[src/rtl/rs232_tx_if.sv]
// Transmit-side bundle: FIFO pop handshake plus serial line and status outputs.
// The master modport is the transmitter; the slave modport is its environment.
interface rs232_tx_if;
  logic       enable;
  logic       fifo_empty;
  logic [7:0] fifo_data;
  logic       fifo_pop;
  logic       tx;
  logic       busy;
  logic       tx_done;

  modport master (
    input  enable, fifo_empty, fifo_data,
    output fifo_pop, tx, busy, tx_done
  );

  modport slave (
    output enable, fifo_empty, fifo_data,
    input  fifo_pop, tx, busy, tx_done
  );
endinterface

[src/rtl/rs232_tx.sv]
// RS232 transmitter draining the transmit FIFO as 8N1/8N2 frames, LSB first.
// Define RS232_TX_PARITY_EN to insert one even-parity bit before stop (8E1/8E2).
module rs232_tx #(
  parameter int CLK_DIV       = 434,
  parameter int STOP_BITS     = 1,
  parameter int FETCH_LATENCY = 2
) (
  input  logic       clk,
  input  logic       clear,
  rs232_tx_if.master bus
);

`ifdef RS232_TX_PARITY_EN
  typedef enum logic [2:0] {IDLE, FETCH, START, DATA, PARITY, STOP} state_t;

  function automatic logic even_parity(input logic [7:0] d);
    return ^d;
  endfunction
`else
  typedef enum logic [2:0] {IDLE, FETCH, START, DATA, STOP} state_t;
`endif

  state_t      state;
  logic [15:0] baud_cnt;
  logic [2:0]  fetch_cnt;
  logic [2:0]  bit_idx;
  logic [7:0]  shreg;
  logic        stop_cnt;
  logic        tx_r;
  logic        busy_r;
  logic        pop_r;
  logic        done_r;
  logic        bit_end;

  assign bit_end = (baud_cnt == 16'(CLK_DIV - 1));

  always_ff @(posedge clk) begin
    if (clear) begin
      state     <= IDLE;
      baud_cnt  <= '0;
      fetch_cnt <= '0;
      bit_idx   <= '0;
      shreg     <= '0;
      stop_cnt  <= 1'b0;
      tx_r      <= 1'b1;
      busy_r    <= 1'b0;
      pop_r     <= 1'b0;
      done_r    <= 1'b0;
    end else begin
      pop_r  <= 1'b0;
      done_r <= 1'b0;
      // Bit periods restart from zero at every boundary, so timing never drifts.
      if (state == IDLE || state == FETCH || bit_end)
        baud_cnt <= '0;
      else
        baud_cnt <= baud_cnt + 16'd1;

      case (state)
        IDLE: begin
          tx_r <= 1'b1;
          if (bus.enable && !bus.fifo_empty) begin
            pop_r     <= 1'b1;
            busy_r    <= 1'b1;
            fetch_cnt <= '0;
            state     <= FETCH;
          end
        end
        FETCH: begin
          // Latch on the FETCH_LATENCY-th edge, then drop the line one edge later.
          fetch_cnt <= fetch_cnt + 3'd1;
          if (fetch_cnt == 3'(FETCH_LATENCY - 1))
            shreg <= bus.fifo_data;
          if (fetch_cnt == 3'(FETCH_LATENCY)) begin
            tx_r  <= 1'b0;
            state <= START;
          end
        end
        START: begin
          if (bit_end) begin
            tx_r    <= shreg[0];
            bit_idx <= '0;
            state   <= DATA;
          end
        end
        DATA: begin
          if (bit_end) begin
            if (bit_idx == 3'd7) begin
              bit_idx <= '0;
`ifdef RS232_TX_PARITY_EN
              tx_r    <= even_parity(shreg);
              state   <= PARITY;
`else
              tx_r     <= 1'b1;
              stop_cnt <= 1'b0;
              state    <= STOP;
`endif
            end else begin
              tx_r    <= shreg[bit_idx + 3'd1];
              bit_idx <= bit_idx + 3'd1;
            end
          end
        end
`ifdef RS232_TX_PARITY_EN
        PARITY: begin
          if (bit_end) begin
            tx_r     <= 1'b1;
            stop_cnt <= 1'b0;
            state    <= STOP;
          end
        end
`endif
        STOP: begin
          if (bit_end) begin
            if (stop_cnt == 1'(STOP_BITS - 1)) begin
              done_r <= 1'b1;
              busy_r <= 1'b0;
              state  <= IDLE;
            end else begin
              stop_cnt <= 1'b1;
            end
          end
        end
        default: state <= IDLE;
      endcase
    end
  end

  assign bus.tx       = tx_r;
  assign bus.busy     = busy_r;
  assign bus.fifo_pop = pop_r;
  assign bus.tx_done  = done_r;

endmodule

[src/flat_wrapper.sv]
// flat-port wrapper written by rule: the top's interface ports become plain ports
module rs232_tx_flat 
#(
  parameter int CLK_DIV       = 434,
  parameter int STOP_BITS     = 1,
  parameter int FETCH_LATENCY = 2
)
  (clk, clear, bus_enable, bus_fifo_empty, bus_fifo_data, bus_fifo_pop, bus_tx, bus_busy, bus_tx_done);
  rs232_tx_if bus_i ();
  input  logic clk;
  input  logic clear;
  input wire logic [$bits(bus_i.enable)-1:0] bus_enable;
  input wire logic [$bits(bus_i.fifo_empty)-1:0] bus_fifo_empty;
  input wire logic [$bits(bus_i.fifo_data)-1:0] bus_fifo_data;
  output wire logic [$bits(bus_i.fifo_pop)-1:0] bus_fifo_pop;
  output wire logic [$bits(bus_i.tx)-1:0] bus_tx;
  output wire logic [$bits(bus_i.busy)-1:0] bus_busy;
  output wire logic [$bits(bus_i.tx_done)-1:0] bus_tx_done;
  assign bus_i.enable = bus_enable;
  assign bus_i.fifo_empty = bus_fifo_empty;
  assign bus_i.fifo_data = bus_fifo_data;
  assign bus_fifo_pop = bus_i.fifo_pop;
  assign bus_tx = bus_i.tx;
  assign bus_busy = bus_i.busy;
  assign bus_tx_done = bus_i.tx_done;
  rs232_tx #(.CLK_DIV(CLK_DIV), .STOP_BITS(STOP_BITS), .FETCH_LATENCY(FETCH_LATENCY)) u_core (.clk(clk), .clear(clear), .bus(bus_i));
endmodule
[config.mk]
export PLATFORM = sky130hd
export DESIGN_NAME = rs232_tx_flat
export DESIGN_NICKNAME = d
export VERILOG_FILES = /design/src/rtl/rs232_tx_if.sv /design/src/rtl/rs232_tx.sv /design/src/flat_wrapper.sv
export SDC_FILE = /design/constraint.sdc
export NUM_CORES = 1
export LEC_CHECK = 0
export CAP_MARGIN = 20
export CORE_UTILIZATION = 45
export CTS_CLUSTER_DIAMETER = 100
export DETAILED_ROUTE_END_ITERATION = 10
export MAX_ROUTING_LAYER = met4
export PLACE_DENSITY_LB_ADDON = 0.3
export SYNTH_ARGS = -nofsm -noshare
export SYNTH_HDL_FRONTEND = slang
export SYNTH_SLANG_ARGS = --single-unit
[constraint.sdc]
create_clock -name clk -period 4.7 [get_ports clk]
set_input_delay 0.94 -clock clk [delete_from_list [all_inputs] [get_ports clk]]
set_output_delay 0.94 -clock clk [all_outputs]
set_load 0.02 [all_outputs]
**Word level (Yosys, flattened, before mapping)**

Index checks and enable logic that the tools add are counted.

- Flip-flop bits (word level): 38
- Input port bits: 12
- Output and inout port bits: 4

- Add/subtract/negate cells: 3
- Magnitude comparators: 1
- Equality and inequality tests: 15
- Muxes and demuxes: 32
- Bitwise operators: 3
- Reduce and logical (&&, ||, !) cells: 20

Operators with widths:

| operator | count |
|---|---|
| 2-to-1 mux 3 bit | 11 |
| adder 16 x 1 -> 16 bit, second input constant | 1 |
| equality test 16 x 9 -> 1 bit, second input constant | 1 |
| one-hot mux 3 bit (5 select lines) | 1 |
| 2-to-1 mux 1 bit | 14 |
| one-hot mux 3 bit (2 select lines) | 2 |
| AND reduction 4 bit | 3 |
| equality test 3 x 2 -> 1 bit, second input constant | 3 |
| inequality test 2 x 1 -> 1 bit, second input constant | 4 |
| nonzero test 2 bit | 4 |
| AND reduction 7 bit | 1 |
| adder 3 x 1 -> 3 bit, second input constant | 2 |
| equality test 3 x 1 -> 1 bit, second input constant | 2 |
| equality test 3 bit, second input constant | 2 |
| inequality test 2 bit, second input constant | 3 |
| < comparator 3 x 4 -> 1 bit, second input constant | 1 |
| one-hot mux 1 bit (2 select lines) | 2 |
| one-hot mux 1 bit (4 select lines) | 1 |
| AND reduction 2 bit | 2 |
| nonzero test 4 bit | 1 |
| OR reduction 2 bit | 2 |
| binary-select mux 1 bit (select 3 bit) | 1 |
| zero test 3 bit | 1 |
| inverter 1 bit | 3 |
| other kinds (5) | 6 |

**Longest topological paths before layout**

- Depth after elaboration: 6
- Mapped depth: 8
- Gate-level depth less buffers: 7

**Worst setup path before layout**

OpenSTA, ideal clock, no wires.

- Path type: input port to flip-flop
- Start point: input bus_fifo_empty
- End point: register u_core.state[1]
- Library setup time: 70 ps
- Arrival time: 2153 ps
- Slack: 2477 ps
- Stages on the path: 4
- Path buffers: 0
- Cells stage by stage: or3b_2 -> a32o_1 -> or4_1 -> a21oi_1

- Longest elaborated chain between the ends: 4

RTL lines:

| element | RTL line | text |
|---|---|---|
| from (decl) | flat_wrapper.sv:13 | `input wire logic [$bits(bus_i.fifo_empty)-1:0] bus_fifo_empty;` |
| zero test 1 bit | rs232_tx.sv:61 | `if (bus.enable && !bus.fifo_empty) begin` |
| logical AND 1 bit | rs232_tx.sv:61 |  |
| inequality test 2 bit (no line) | n/a |  |
| AND reduction 7 bit (no line) | n/a |  |
| to (signal assigned) | rs232_tx.sv:65 | `state <= FETCH;` |
| to (signal assigned) | rs232_tx.sv:75 | `state <= START;` |
| to (signal assigned) | rs232_tx.sv:82 | `state <= DATA;` |
| to (decl) | rs232_tx.sv:23 | `state_t state;` |

No other way between the ends.
A chain may end at the register's enable or synchronous reset.

**Worst setup path after layout**

- Start point: input bus_enable
- End point: register u_core.state[1]

- Longest elaborated chain between the ends: 3

RTL lines:

| element | RTL line | text |
|---|---|---|
| from (decl) | flat_wrapper.sv:12 | `input wire logic [$bits(bus_i.enable)-1:0] bus_enable;` |
| logical AND 1 bit | rs232_tx.sv:61 |  |
| inequality test 2 bit (no line) | n/a |  |
| AND reduction 7 bit (no line) | n/a |  |

No other way between the ends.

==> results.yml <==
synth:
  synth.mux.area_fraction_pct: 8.95
  net_count_synth: 218
  yosys_warnings: 0
  netlist_area_um2: 1830
  synth_enable_flop_cells: 0
  synth-simple-area-share_pct: 28.0
  post_synth_inst_count: 199
  synth_xor_area_share_pct: 7.18
  dominant_combinational_cell_family_by_area_after_synthesis: "simple AND/OR/NAND/NOR gates"
  synth_sequential_area_ratio_pct: 40.5
  post_synth_main_area_contributors: "sky130_fd_sc_hd__dfxtp_1, sky130_fd_sc_hd__nor2_1, sky130_fd_sc_hd__mux2i_1, sky130_fd_sc_hd__ha_1, sky130_fd_sc_hd__xor2_1"
  synth-adder-area-share_pct: 4.78
  synth_top_flop_cell: "sky130_fd_sc_hd__dfxtp_1"
  ys_seq_elements: 37
  yosys.area.top_type: "sky130_fd_sc_hd__dfxtp_1"
  synth_top_area_share_pct: 40.5
  async_flop_share_pct: 0
  syn-mean-instance-area_um2: 9.20
  synth.distinct_cells: 43
  synth-compound-area-share_pct: 5.95
setup_path:
  endpoint_type_of_the_worst_setup_path: "flop"
  minimum_setup_slack_among_reg_to_reg_paths_ns: 2.70
  reg2regPathDepth: 7
  timing_worst_setup_path_type: "input pin to flop"
  largest_fanout_of_any_net_on_the_critical_path: 4
  critical_path_required_ns: 4.90
  timing.critical_path.from: "bus_enable"
  crit_path_start_kind: "input pin"
  rr_startpoint: "u_core.bit_idx[0]"
  r2r-end: "u_core.bus.tx"
  timing.critical_path.arrival_ns: 2.69
routing:
  detail_route.first_pass.iterations: 4
  vias: 1352
  wl_mm: 3.07
  detail_route.iter0.violations: 72
  drt.antenna.violating_nets: 0
  detail_route.wl_per_cell_um: 11.8
  number_of_vias_per_cell_after_detailed_routing: 5.20
  post-route-drc-count: 0
worst_hold_path:
  worst_hold_path.num_cells: 2
  hp-class: "flop to flop"
  hold_wc_startpoint: "u_core.bus.busy"
  worst_hold_path.endpoint: "u_core.bus.busy"
grt:
  largest_net_degree_at_the_start_of_global_routing: 24
  grt_antenna_before_repair: 0
  grt_util_all_layers_pct: 16.1
  grt_overflow: 0
  global_route_wire_length_before_repair_mm: 5.17
  grt_pass1_vias: 1172
place:
  place.detailed.hpwl_mm: 2.13
  final_replace_weighted_congestion: 0.759
  placed_cells: 253
  dp_worst_setup_slack_ns: 1.91
  port-buffer-count: 15
power_and_ir_drop:
  vdd_ir_drop_max_v: 0.000130
  leak_nw: 0.771
  power-per-cell-area_nw_per_um2: 294
cells_and_area:
  instances_no_fill: 260
  layout.core_utilization_pct: 54.7
  antenna_cells_inserted: 0
  areaGrowthSynthToFinish_pct: 12.7
  number_of_nets_in_the_final_layout: 231
  ratio_of_cells_with_drive_above_1_in_the_final_layout_pct: 9.43
clocking:
  cts.clk_slew.worst_paths_ns: 0.07
  clockRootBuffer: "sky130_fd_sc_hd__clkbuf_8"
  clock_tree.htree_level_count: 2
  post_cts_sizing: 0
  tritoncts: "done"
  cts_buffer_depth: 2
  clock_sinks: 37
  numCtsBuffers: 5
  post_cts_buffers: 0
  clkLatencyLatePin_ns: 0.28
  cts-hold-fix-buffers: 0
die:
  start_util_pct: 48.5
  die_h_um: 65.8
  boundaryPins: 16
  fp.dieArea_um2: 4330
  floorplan.core_area_um2: 3770
  rows: 22
  fp.dieW_um: 65.8
timing:
  min_period_over_period_pct: 52.9
  final.min_clock_period_ns: 2.49
  hold_viol: 0
  setup_viol: 0
  slew_headroom_pct: 44.9
  rsz0062_at_grt: "false"
  sum_neg_setup_slack_ns: 0
  setup_ws_ns: 2.21
  timing.fmax_mhz: 402
  slew_violations: 0
  timing_worst_slew_pin_value_ns: 0.824
  worst_clk_skew_ns: 0.00389
  hold_slack_ns: 0.494
outcome:
  result_of_the_run: "complete, no violations"
flow_run:
  timing.max_cap.violations: 0
registers in the layout, indices dropped and copies added, names as in the netlist:
register and flops:
u_core.bus.tx_done 1, u_core.fetch_cnt 3, u_core.state 3, u_core.bus.tx 1, u_core.bus.busy 1, u_core.baud_cnt 16, u_core.bit_idx 3, u_core.shreg 8
u_core.bus.fifo_pop 1
metal layers:
metal	global-route usage [%]	up-vias	part of all wire, %
li1	-	709	-
met1	21.2	619	53
met2	23.1	19	43
met3	4.14	5	2.6
met4	7.34	0	1.7
met5	-	-	0
cells by family after synthesis:
logic type | Yosys count
flops | 37
mux | 15
simple gates | 93
compound gates | 17
buf+inv | 15
xor+xnor | 15
fa+ha+maj | 7
worst max path at each step:
stage,endpoint,slack (ns),cells after the start
floorplan,u_core.state[1],2.48,4
global placement,u_core.state[1],1.95,5
detailed placement,u_core.baud_cnt[8],1.91,4
CTS,u_core.baud_cnt[8],2.22,4
global route,u_core.baud_cnt[6],2.08,4
finish,u_core.state[1],2.21,5
layout by cell type, fill, tap and decap left out, types with 2 or more instances in the layout:
| cell | instances |
|---|---|
| sky130_fd_sc_hd__dfxtp_1 | 37 |
| sky130_fd_sc_hd__nor2_1 | 36 |
| sky130_fd_sc_hd__clkdlybuf4s50_1 | 15 |
| sky130_fd_sc_hd__nand3_1 | 13 |
| sky130_fd_sc_hd__mux2i_1 | 13 |
| sky130_fd_sc_hd__nand2_1 | 12 |
| sky130_fd_sc_hd__xor2_1 | 10 |
| sky130_fd_sc_hd__a21oi_1 | 9 |
| sky130_fd_sc_hd__ha_1 | 7 |
| sky130_fd_sc_hd__inv_1 | 6 |
| sky130_fd_sc_hd__clkbuf_8 | 6 |
| sky130_fd_sc_hd__xnor2_1 | 5 |
| sky130_fd_sc_hd__nor3_1 | 4 |
| sky130_fd_sc_hd__or3b_2 | 3 |
| sky130_fd_sc_hd__nor3b_1 | 3 |
| sky130_fd_sc_hd__and3_2 | 3 |
| sky130_fd_sc_hd__nor4b_4 | 2 |
| sky130_fd_sc_hd__nand4_1 | 2 |
| sky130_fd_sc_hd__and3_1 | 2 |
| sky130_fd_sc_hd__o21ai_0 | 2 |
| sky130_fd_sc_hd__nand2b_1 | 2 |
final cells by class:
class	count	area, um^2
sequential	37	741
fill	354	1710
inverter	6	22.5
tap	48	60.1
multi-input combinational	147	1000
timing repair buffer	15	150
clock buffer	7	86.3
stage by stage:
step	instance area, um^2	total power, W
2_1_floorplan	1830	0.000372
4_1_cts	2060	0.000610
5_1_grt	2060	0.000633
6_report	2060	0.000606
3_3_place_gp	1980	0.000392
3_5_place_dp	1980	0.000392
report_power, final:
group | internal, W | switching [W] | total, W
Combinational | 0.0000290 | 0.0000251 | 0.0000541
Clock | 0.000116 | 0.000105 | 0.000221
Sequential | 0.000321 | 0.0000103 | 0.000331
critical path, stage by stage:
cell and delay [ns]:
sky130_fd_sc_hd__clkdlybuf4s50_1 0.47, sky130_fd_sc_hd__or3b_2 0.46, sky130_fd_sc_hd__a32o_1 0.30, sky130_fd_sc_hd__or4_1 0.40, sky130_fd_sc_hd__a21oi_1 0.12
synthesized netlist by cell type (2+ instances only):
cell,n
sky130_fd_sc_hd__nand2_1,12
sky130_fd_sc_hd__nand2b_1,2
sky130_fd_sc_hd__nor3b_1,3
sky130_fd_sc_hd__inv_1,6
sky130_fd_sc_hd__nor4b_4,2
sky130_fd_sc_hd__o21ai_0,2
sky130_fd_sc_hd__ha_1,7
sky130_fd_sc_hd__dfxtp_1,37
sky130_fd_sc_hd__or3b_2,3
sky130_fd_sc_hd__clkbuf_1,5
sky130_fd_sc_hd__xnor2_1,5
sky130_fd_sc_hd__nor2_1,36
sky130_fd_sc_hd__a21oi_1,9
sky130_fd_sc_hd__nand4_1,2
sky130_fd_sc_hd__nand3_1,13
sky130_fd_sc_hd__and3_2,3
sky130_fd_sc_hd__and3_1,2
sky130_fd_sc_hd__nor3_1,4
sky130_fd_sc_hd__mux2i_1,13
sky130_fd_sc_hd__xor2_1,10
(Power assumes the default switching activity.)
